--- config.mk ---
export PLATFORM = sky130hd
export DESIGN_NAME = pixel_array_readout
export DESIGN_NICKNAME = d
export VERILOG_FILES = /design/src/rtl/pixel_array_pkg.sv /design/src/rtl/pixel_array_readout_cell.sv /design/src/rtl/pixel_array_readout.sv
export SDC_FILE = /design/constraint.sdc
export NUM_CORES = 1
export LEC_CHECK = 0
export BUFFER_PORTS_ARGS = -buffer_cell sky130_fd_sc_hd__buf_2
export CAP_MARGIN = 20
export CORE_UTILIZATION = 63
export CTS_BUF_LIST = sky130_fd_sc_hd__clkbuf_2
export DETAILED_ROUTE_END_ITERATION = 10
export PLACE_DENSITY_LB_ADDON = 0.05
export SYNTH_ARGS = -nofsm -noshare
export SYNTH_HDL_FRONTEND = slang
export SYNTH_SLANG_ARGS = --single-unit
export TNS_END_PERCENT = 50
--- constraint.sdc ---
create_clock -name clk -period 7.3 [get_ports clk]
set_input_delay 1.095 -clock clk [delete_from_list [all_inputs] [get_ports clk]]
set_output_delay 1.095 -clock clk [all_outputs]
set_load 0.02 [all_outputs]
--- src/rtl/pixel_array_pkg.sv ---
// Shared types and constants for the pixel array readout block.
// Holds the controller state encoding and a width helper safe for tiny arrays.
package pixel_array_pkg;

  typedef enum logic [2:0] {
    ST_IDLE,
    ST_ERASE,
    ST_EXPOSE,
    ST_CONVERT,
    ST_READ
  } state_e;

  localparam int DEF_WIDTH         = 3;
  localparam int DEF_HEIGHT        = 3;
  localparam int DEF_BITS          = 8;
  localparam int DEF_ERASE_CYCLES  = 4;
  localparam int DEF_EXPOSE_CYCLES = 16;

  // A 1-wide dimension still needs a 1-bit index signal.
  function automatic int clog2_min1(input int n);
    return (n <= 2) ? 1 : $clog2(n);
  endfunction

endpackage

--- src/rtl/pixel_array_readout_cell.sv ---
// One digital pixel: latches the shared ramp code the first time it equals
// the pixel's trip level during conversion; erase clears code and trip flag.
module pixel_cell
  import pixel_array_pkg::*;
#(
  parameter int BITS = DEF_BITS
) (
  input  logic            clk,
  input  logic            reset,
  input  logic            clear,
  input  logic            convert,
  input  logic [BITS-1:0] counter,
  input  logic [BITS-1:0] level,
  output logic [BITS-1:0] code
);

  logic [BITS-1:0] code_q;
  logic            trip_q;

  always_ff @(posedge clk or negedge reset) begin
    if (!reset) begin
      code_q <= '0;
      trip_q <= 1'b0;
    end else if (clear) begin
      code_q <= '0;
      trip_q <= 1'b0;
    end else if (convert && !trip_q && (counter == level)) begin
      code_q <= counter;
      trip_q <= 1'b1;
    end
  end

  assign code = code_q;

endmodule

--- src/rtl/pixel_array_readout.sv ---
// Frame controller for a WIDTH x HEIGHT digital pixel array: erase, expose,
// single-slope ramp conversion, then raster readout over a valid/ready port.
module pixel_array_readout
  import pixel_array_pkg::*;
#(
  parameter int WIDTH         = DEF_WIDTH,
  parameter int HEIGHT        = DEF_HEIGHT,
  parameter int BITS          = DEF_BITS,
  parameter int ERASE_CYCLES  = DEF_ERASE_CYCLES,
  parameter int EXPOSE_CYCLES = DEF_EXPOSE_CYCLES
) (
  input  logic                            clk,
  input  logic                            reset,
  input  logic                            start,
  input  logic [WIDTH*HEIGHT*BITS-1:0]    pixel_level,
  input  logic                            out_ready,
  output logic                            erase,
  output logic                            expose,
  output logic                            convert,
  output logic [BITS-1:0]                 counter,
  output logic [HEIGHT-1:0]               row_sel,
  output logic                            out_valid,
  output logic [BITS-1:0]                 out_data,
  output logic [clog2_min1(HEIGHT)-1:0]   out_row,
  output logic [clog2_min1(WIDTH)-1:0]    out_col,
  output logic                            out_last,
  output logic                            busy,
  output logic                            frame_done
);

  localparam int N    = WIDTH * HEIGHT;
  localparam int RW   = clog2_min1(HEIGHT);
  localparam int CW   = clog2_min1(WIDTH);
  localparam int IW   = clog2_min1(N);
  localparam int PMAX = (ERASE_CYCLES > EXPOSE_CYCLES) ? ERASE_CYCLES : EXPOSE_CYCLES;
  localparam int PW   = clog2_min1(PMAX);
  localparam logic [BITS-1:0] CMAX = {BITS{1'b1}};

  state_e          state_q, state_d;
  logic [PW-1:0]   phase_q;
  logic [BITS-1:0] counter_q;
  logic [RW-1:0]   row_q;
  logic [CW-1:0]   col_q;
  logic            erase_q, expose_q, convert_q, valid_q, busy_q, frame_done_q;
  logic            last_pix;
  logic [IW-1:0]   rd_idx;
  logic [BITS-1:0] codes [N];

  assign last_pix = (row_q == RW'(HEIGHT - 1)) && (col_q == CW'(WIDTH - 1));

  always_comb begin
    state_d = state_q;
    case (state_q)
      ST_IDLE:    if (start) state_d = ST_ERASE;
      ST_ERASE:   if (phase_q == PW'(ERASE_CYCLES - 1)) state_d = ST_EXPOSE;
      ST_EXPOSE:  if (phase_q == PW'(EXPOSE_CYCLES - 1)) state_d = ST_CONVERT;
      ST_CONVERT: if (counter_q == CMAX) state_d = ST_READ;
      ST_READ:    if (out_ready && last_pix) state_d = ST_IDLE;
      default:    state_d = ST_IDLE;
    endcase
  end

  // Phase outputs are registered from the next state so they align with state_q.
  always_ff @(posedge clk or negedge reset) begin
    if (!reset) begin
      state_q      <= ST_IDLE;
      phase_q      <= '0;
      counter_q    <= '0;
      row_q        <= '0;
      col_q        <= '0;
      erase_q      <= 1'b0;
      expose_q     <= 1'b0;
      convert_q    <= 1'b0;
      valid_q      <= 1'b0;
      busy_q       <= 1'b0;
      frame_done_q <= 1'b0;
    end else begin
      state_q      <= state_d;
      phase_q      <= ((state_d == state_q) && ((state_q == ST_ERASE) || (state_q == ST_EXPOSE)))
                      ? phase_q + 1'b1 : '0;
      counter_q    <= ((state_q == ST_CONVERT) && (state_d == ST_CONVERT)) ? counter_q + 1'b1 : '0;
      erase_q      <= (state_d == ST_ERASE);
      expose_q     <= (state_d == ST_EXPOSE);
      convert_q    <= (state_d == ST_CONVERT);
      valid_q      <= (state_d == ST_READ);
      busy_q       <= (state_d != ST_IDLE);
      frame_done_q <= (state_q == ST_READ) && (state_d == ST_IDLE);
      if (state_q != ST_READ) begin
        row_q <= '0;
        col_q <= '0;
      end else if (out_ready && !last_pix) begin
        if (col_q == CW'(WIDTH - 1)) begin
          col_q <= '0;
          row_q <= row_q + 1'b1;
        end else begin
          col_q <= col_q + 1'b1;
        end
      end
    end
  end

  for (genvar gi = 0; gi < N; gi++) begin : g_cell
    pixel_cell #(.BITS(BITS)) u_cell (
      .clk     (clk),
      .reset   (reset),
      .clear   (erase_q),
      .convert (convert_q),
      .counter (counter_q),
      .level   (pixel_level[gi*BITS +: BITS]),
      .code    (codes[gi])
    );
  end

  for (genvar gi = 0; gi < HEIGHT; gi++) begin : g_row_sel
    assign row_sel[gi] = valid_q && (row_q == RW'(gi));
  end

  assign rd_idx     = IW'(int'(row_q) * WIDTH + int'(col_q));
  assign out_data   = valid_q ? codes[rd_idx] : '0;
  assign out_row    = valid_q ? row_q : '0;
  assign out_col    = valid_q ? col_q : '0;
  assign out_last   = valid_q && last_pix;
  assign out_valid  = valid_q;
  assign erase      = erase_q;
  assign expose     = expose_q;
  assign convert    = convert_q;
  assign counter    = counter_q;
  assign busy       = busy_q;
  assign frame_done = frame_done_q;

endmodule

==> results.md <==
- Result of the run: completed
- Number of hold-slack violations in the final timing report: 0
- Worst r2r src: counter[6]$_DFF_PN0_
- Top area cells in the synthesized netlist: dfrtp_1, mux2i_1, xor2_1
- Synthesized-area fraction occupied by ao, oa, aoi and oai cells: 0.0402
- Layout cells sized above 1: 0.220
- Worst-case clock skew: around 0.03 ns
- Number of hold buffers added after cts: 0
- Setup TNS: 0 ns
- Total congestion overflow: 0
- Root buf cell: clkbuf_2
- Clock transition at the registers of the reported paths: 0.30 ns
- Latest clock arrival within the worst-skew pair: between 0.6 and 0.7 ns
- Fraction of synthesis flops using an asynchronous set or reset pin: 1.00
- Max IR drop VDD: 0.164 mV
- CP arrival: 3.79 ns
- Placeable core region: 9730 um^2
- Number of cells produced by synthesis: 598
- Area of the die: roughly 10000 um^2
- Vias after detailed routing: approximately 4500
- Violation count after the first detailed-route iteration: ~170
- Critical path data required time: between 6 and 7 ns
- Ratio of total power to cell area: between 150 and 200 nW/um^2
- Buffers inserted during post-CTS setup optimization: 0
- Dominant combinational cell family by area after synthesis: simple AND/OR/NAND/NOR gates
- Maximum fanout along the worst path: 10
- Post-Syn Area per Cell: ~11 um^2
- Tcrit/Tclk final: 0.670
- Reg2reg path depth: 4
- Maximum frequency from static timing analysis: 205 MHz
- Htree depth: 3
- Synth Flop Type: dfrtp_1
- Post-DP Area: roughly 6700 um^2
- Final non-filler cell total: slightly above 800
- Inserted Clock Buffers: 9
- Worst reg2reg setup slack: just under 5 ns
- Count of TritonRoute iterations in the first routing pass: 4
- Antenna viol nets, final: 0
- Syn_nets: 683
- Lkg Pwr: around 0.0036 uW
- Clk sink count: approximately 110
- Layout Utilization: 0.706
- Max-cap violations: 0
- Proportion of synthesized chip area in sequential cells: 0.420
- Placer congestion estimate: 0.791
- Wire length per cell after detailed routing: 17.0 um
- Die H: 102 um
- Count of flip-flops with a built-in enable after synthesis: 0
- Post-synthesis mux area share: 0.173
- Die width: roughly 100 um
- Fraction of synthesized cell area in xor and xnor cells: 0.112
- Number of antenna violations at the first check in global routing: 0
- Post-synthesis adder-cell area fraction: 0.0202
- Critical Path, Cell by Cell: fa_1 -> ha_1 -> inv_1 -> fa_1 -> nor2b_1 -> buf_4 -> and3_1 -> nand2_1 -> o21ai_0 -> buf_2
- Slowest-stage cell, CP: fa_1
- Number of buffers on the longest clock path: 2
- Pin count of the biggest net entering global routing: just over 90
- Clock period minus final worst setup slack: 4.89 ns
- Count leader, synth: dfrtp_1
- Biggest cell delay along the critical path: about 0.77 ns
- Final setup violation count: 0
- Type of the tightest min-delay check: in -> async
- GRT Util Overall: 0.287
- Count of nets after finishing: 758
- Placed instance count: about 790
- Nature of the critical path endpoint: output port
- Commonest cells in the netlist: dfrtp_1, mux2i_1, nand2b_1, xor2_1, a21oi_1
- Warnings from Yosys: 0
- Most repeated library cell on the critical path: fa_1
- Area share of the largest cell type after synthesis: 0.420
- Library cells used by synthesis: 43
- Startpoint Class: flop
- Layout-stage area growth over the synthesis result: 8.65%
- Quantity of gates resized following cts: 0
- Number of global-route vias before repair: approximately 4600
- DR DRC count: 0
- Setup repair after global routing missed its margin: no
- Ant diodes: 0
- Simple-gate share of the synthesized area: 0.178
- Mapped Area: 6320 um^2
- Post-synthesis sequential element count: approximately 110
- Cell area after layout: slightly below 7000 um^2
- Total length of routed wires: 13800 um
- First-pass GRT wire length: 22600 um
- Critical R2R Capture: g_cell[1].u_cell.code[5]$_DFFE_PN0P_
- Placement Rows: 36
- Number of top-level pins: 106
- Port buffer count: between 100 and 150
- Critical path type: reg -> out
- Ratio of routed vias to standard cells: 5.55
- Clock tree from TritonCTS: done
- Post-synth top area cell: dfrtp_1
- Final HPWL DP: between 9000 and 10000 um
- Initial core utilization: 0.650
- Final max-slew violation count: 0
- Slew of the pin with the lowest slew margin: ~0.77 ns
- Max-slew headroom at the worst pin: 0.487
-- power by group --
group          internal [uW]  total (uW)  switching [uW]  leakage [uW]
Clock                   46.3         247             200     0.0000545
Sequential               619         691            72.1       0.00146
Combinational            158         341             182       0.00211
-- metal layers --
layer,track usage,vias up,share of wire
met2,0.481,141,0.49
li1,-,2141,-
met4,0.0714,0,0.0093
met3,0.0684,17,0.046
met1,0.378,2203,0.45
met5,0,-,0
-- kinds of logic after synthesis --
family                     after synthesis
adders and majority gates                9
AOI/OAI and AO/OA                       47
buffers and inverters                   62
muxes                                   98
DFF                                    106
xor gates and xnor gates                81
and+or+nand+nor                        195
-- layout make-up --
cell class | instances | area [um^2]
multi-input combinational | 430 | 3300
inverter | 16 | 60.1
sequential | 106 | 2650
fill | 769 | 2860
tap | 133 | 166
timing repair buffer | 110 | 586
clock buffer | 9 | 45.0
clock inverter | 7 | 53.8
-- worst max-delay path by stage --
stage                         startpoint          end  slack [ns]  depth (start not counted)
finish              row_q[0]$_DFFE_PN0P_  out_data[3]        2.41                         10
global route        row_q[0]$_DFFE_PN0P_  out_data[3]        2.08                         10
CTS                 row_q[0]$_DFFE_PN0P_  out_data[3]        2.37                         10
detailed placement  row_q[0]$_DFFE_PN0P_  out_data[3]        3.13                         10
global placement    row_q[0]$_DFFE_PN0P_  out_data[3]        3.18                         10
floorplan           row_q[0]$_DFFE_PN0P_  out_data[0]        3.45                         11
-- through the flow --
| stage | total power (uW) | hold slack [ns] | setup slack (ns) |
|---|---|---|---|
| detailed placement | 1040 | 0.457 | 3.13 |
| global route | 1360 | 0.284 | 2.08 |
| CTS | 1290 | 0.317 | 2.37 |
| floorplan | 940 | 0.432 | 3.45 |
| finish | 1280 | 0.356 | 2.41 |
| global placement | 1030 | 0.446 | 3.18 |
-- cells in the final DEF, fill, tap and decap left out, types with 5 or more instances in the layout --
master,instances
dfrtp_1,105
buf_2,104
mux2i_1,82
nand2b_1,81
xor2_1,67
a21oi_1,21
nor2_1,20
o21ai_0,20
nand2_1,19
inv_1,16
xnor2_1,14
nor3_1,13
nand3_1,12
nor2b_1,10
and3_1,10
clkbuf_2,9
mux4_2,8
mux2_2,8
and2_1,7
nor4_1,7
ha_1,7
buf_4,5
-- worst max-delay path: cells and delay by family (launching register included) --
kind	cells	cell delay, ns
fa+ha+maj	3	1.46
compound gates	1	0.12
flops	1	0.53
simple gates	3	0.64
buf+inv	3	0.43
-- flip-flops by register name (all words and copies together), names as in the netlist --
| signal | flops |
|---|---|
| expose | 1 |
| erase | 1 |
| busy | 1 |
| phase_q | 4 |
| convert | 1 |
| g_cell.u_cell.code | 72 |
| g_cell.u_cell.trip_q | 9 |
| row_q | 2 |
| counter | 8 |
| state_q | 3 |
| frame_done | 1 |
| out_valid | 1 |
| col_q | 2 |
Note: power is estimated with default switching activity, not from simulation.
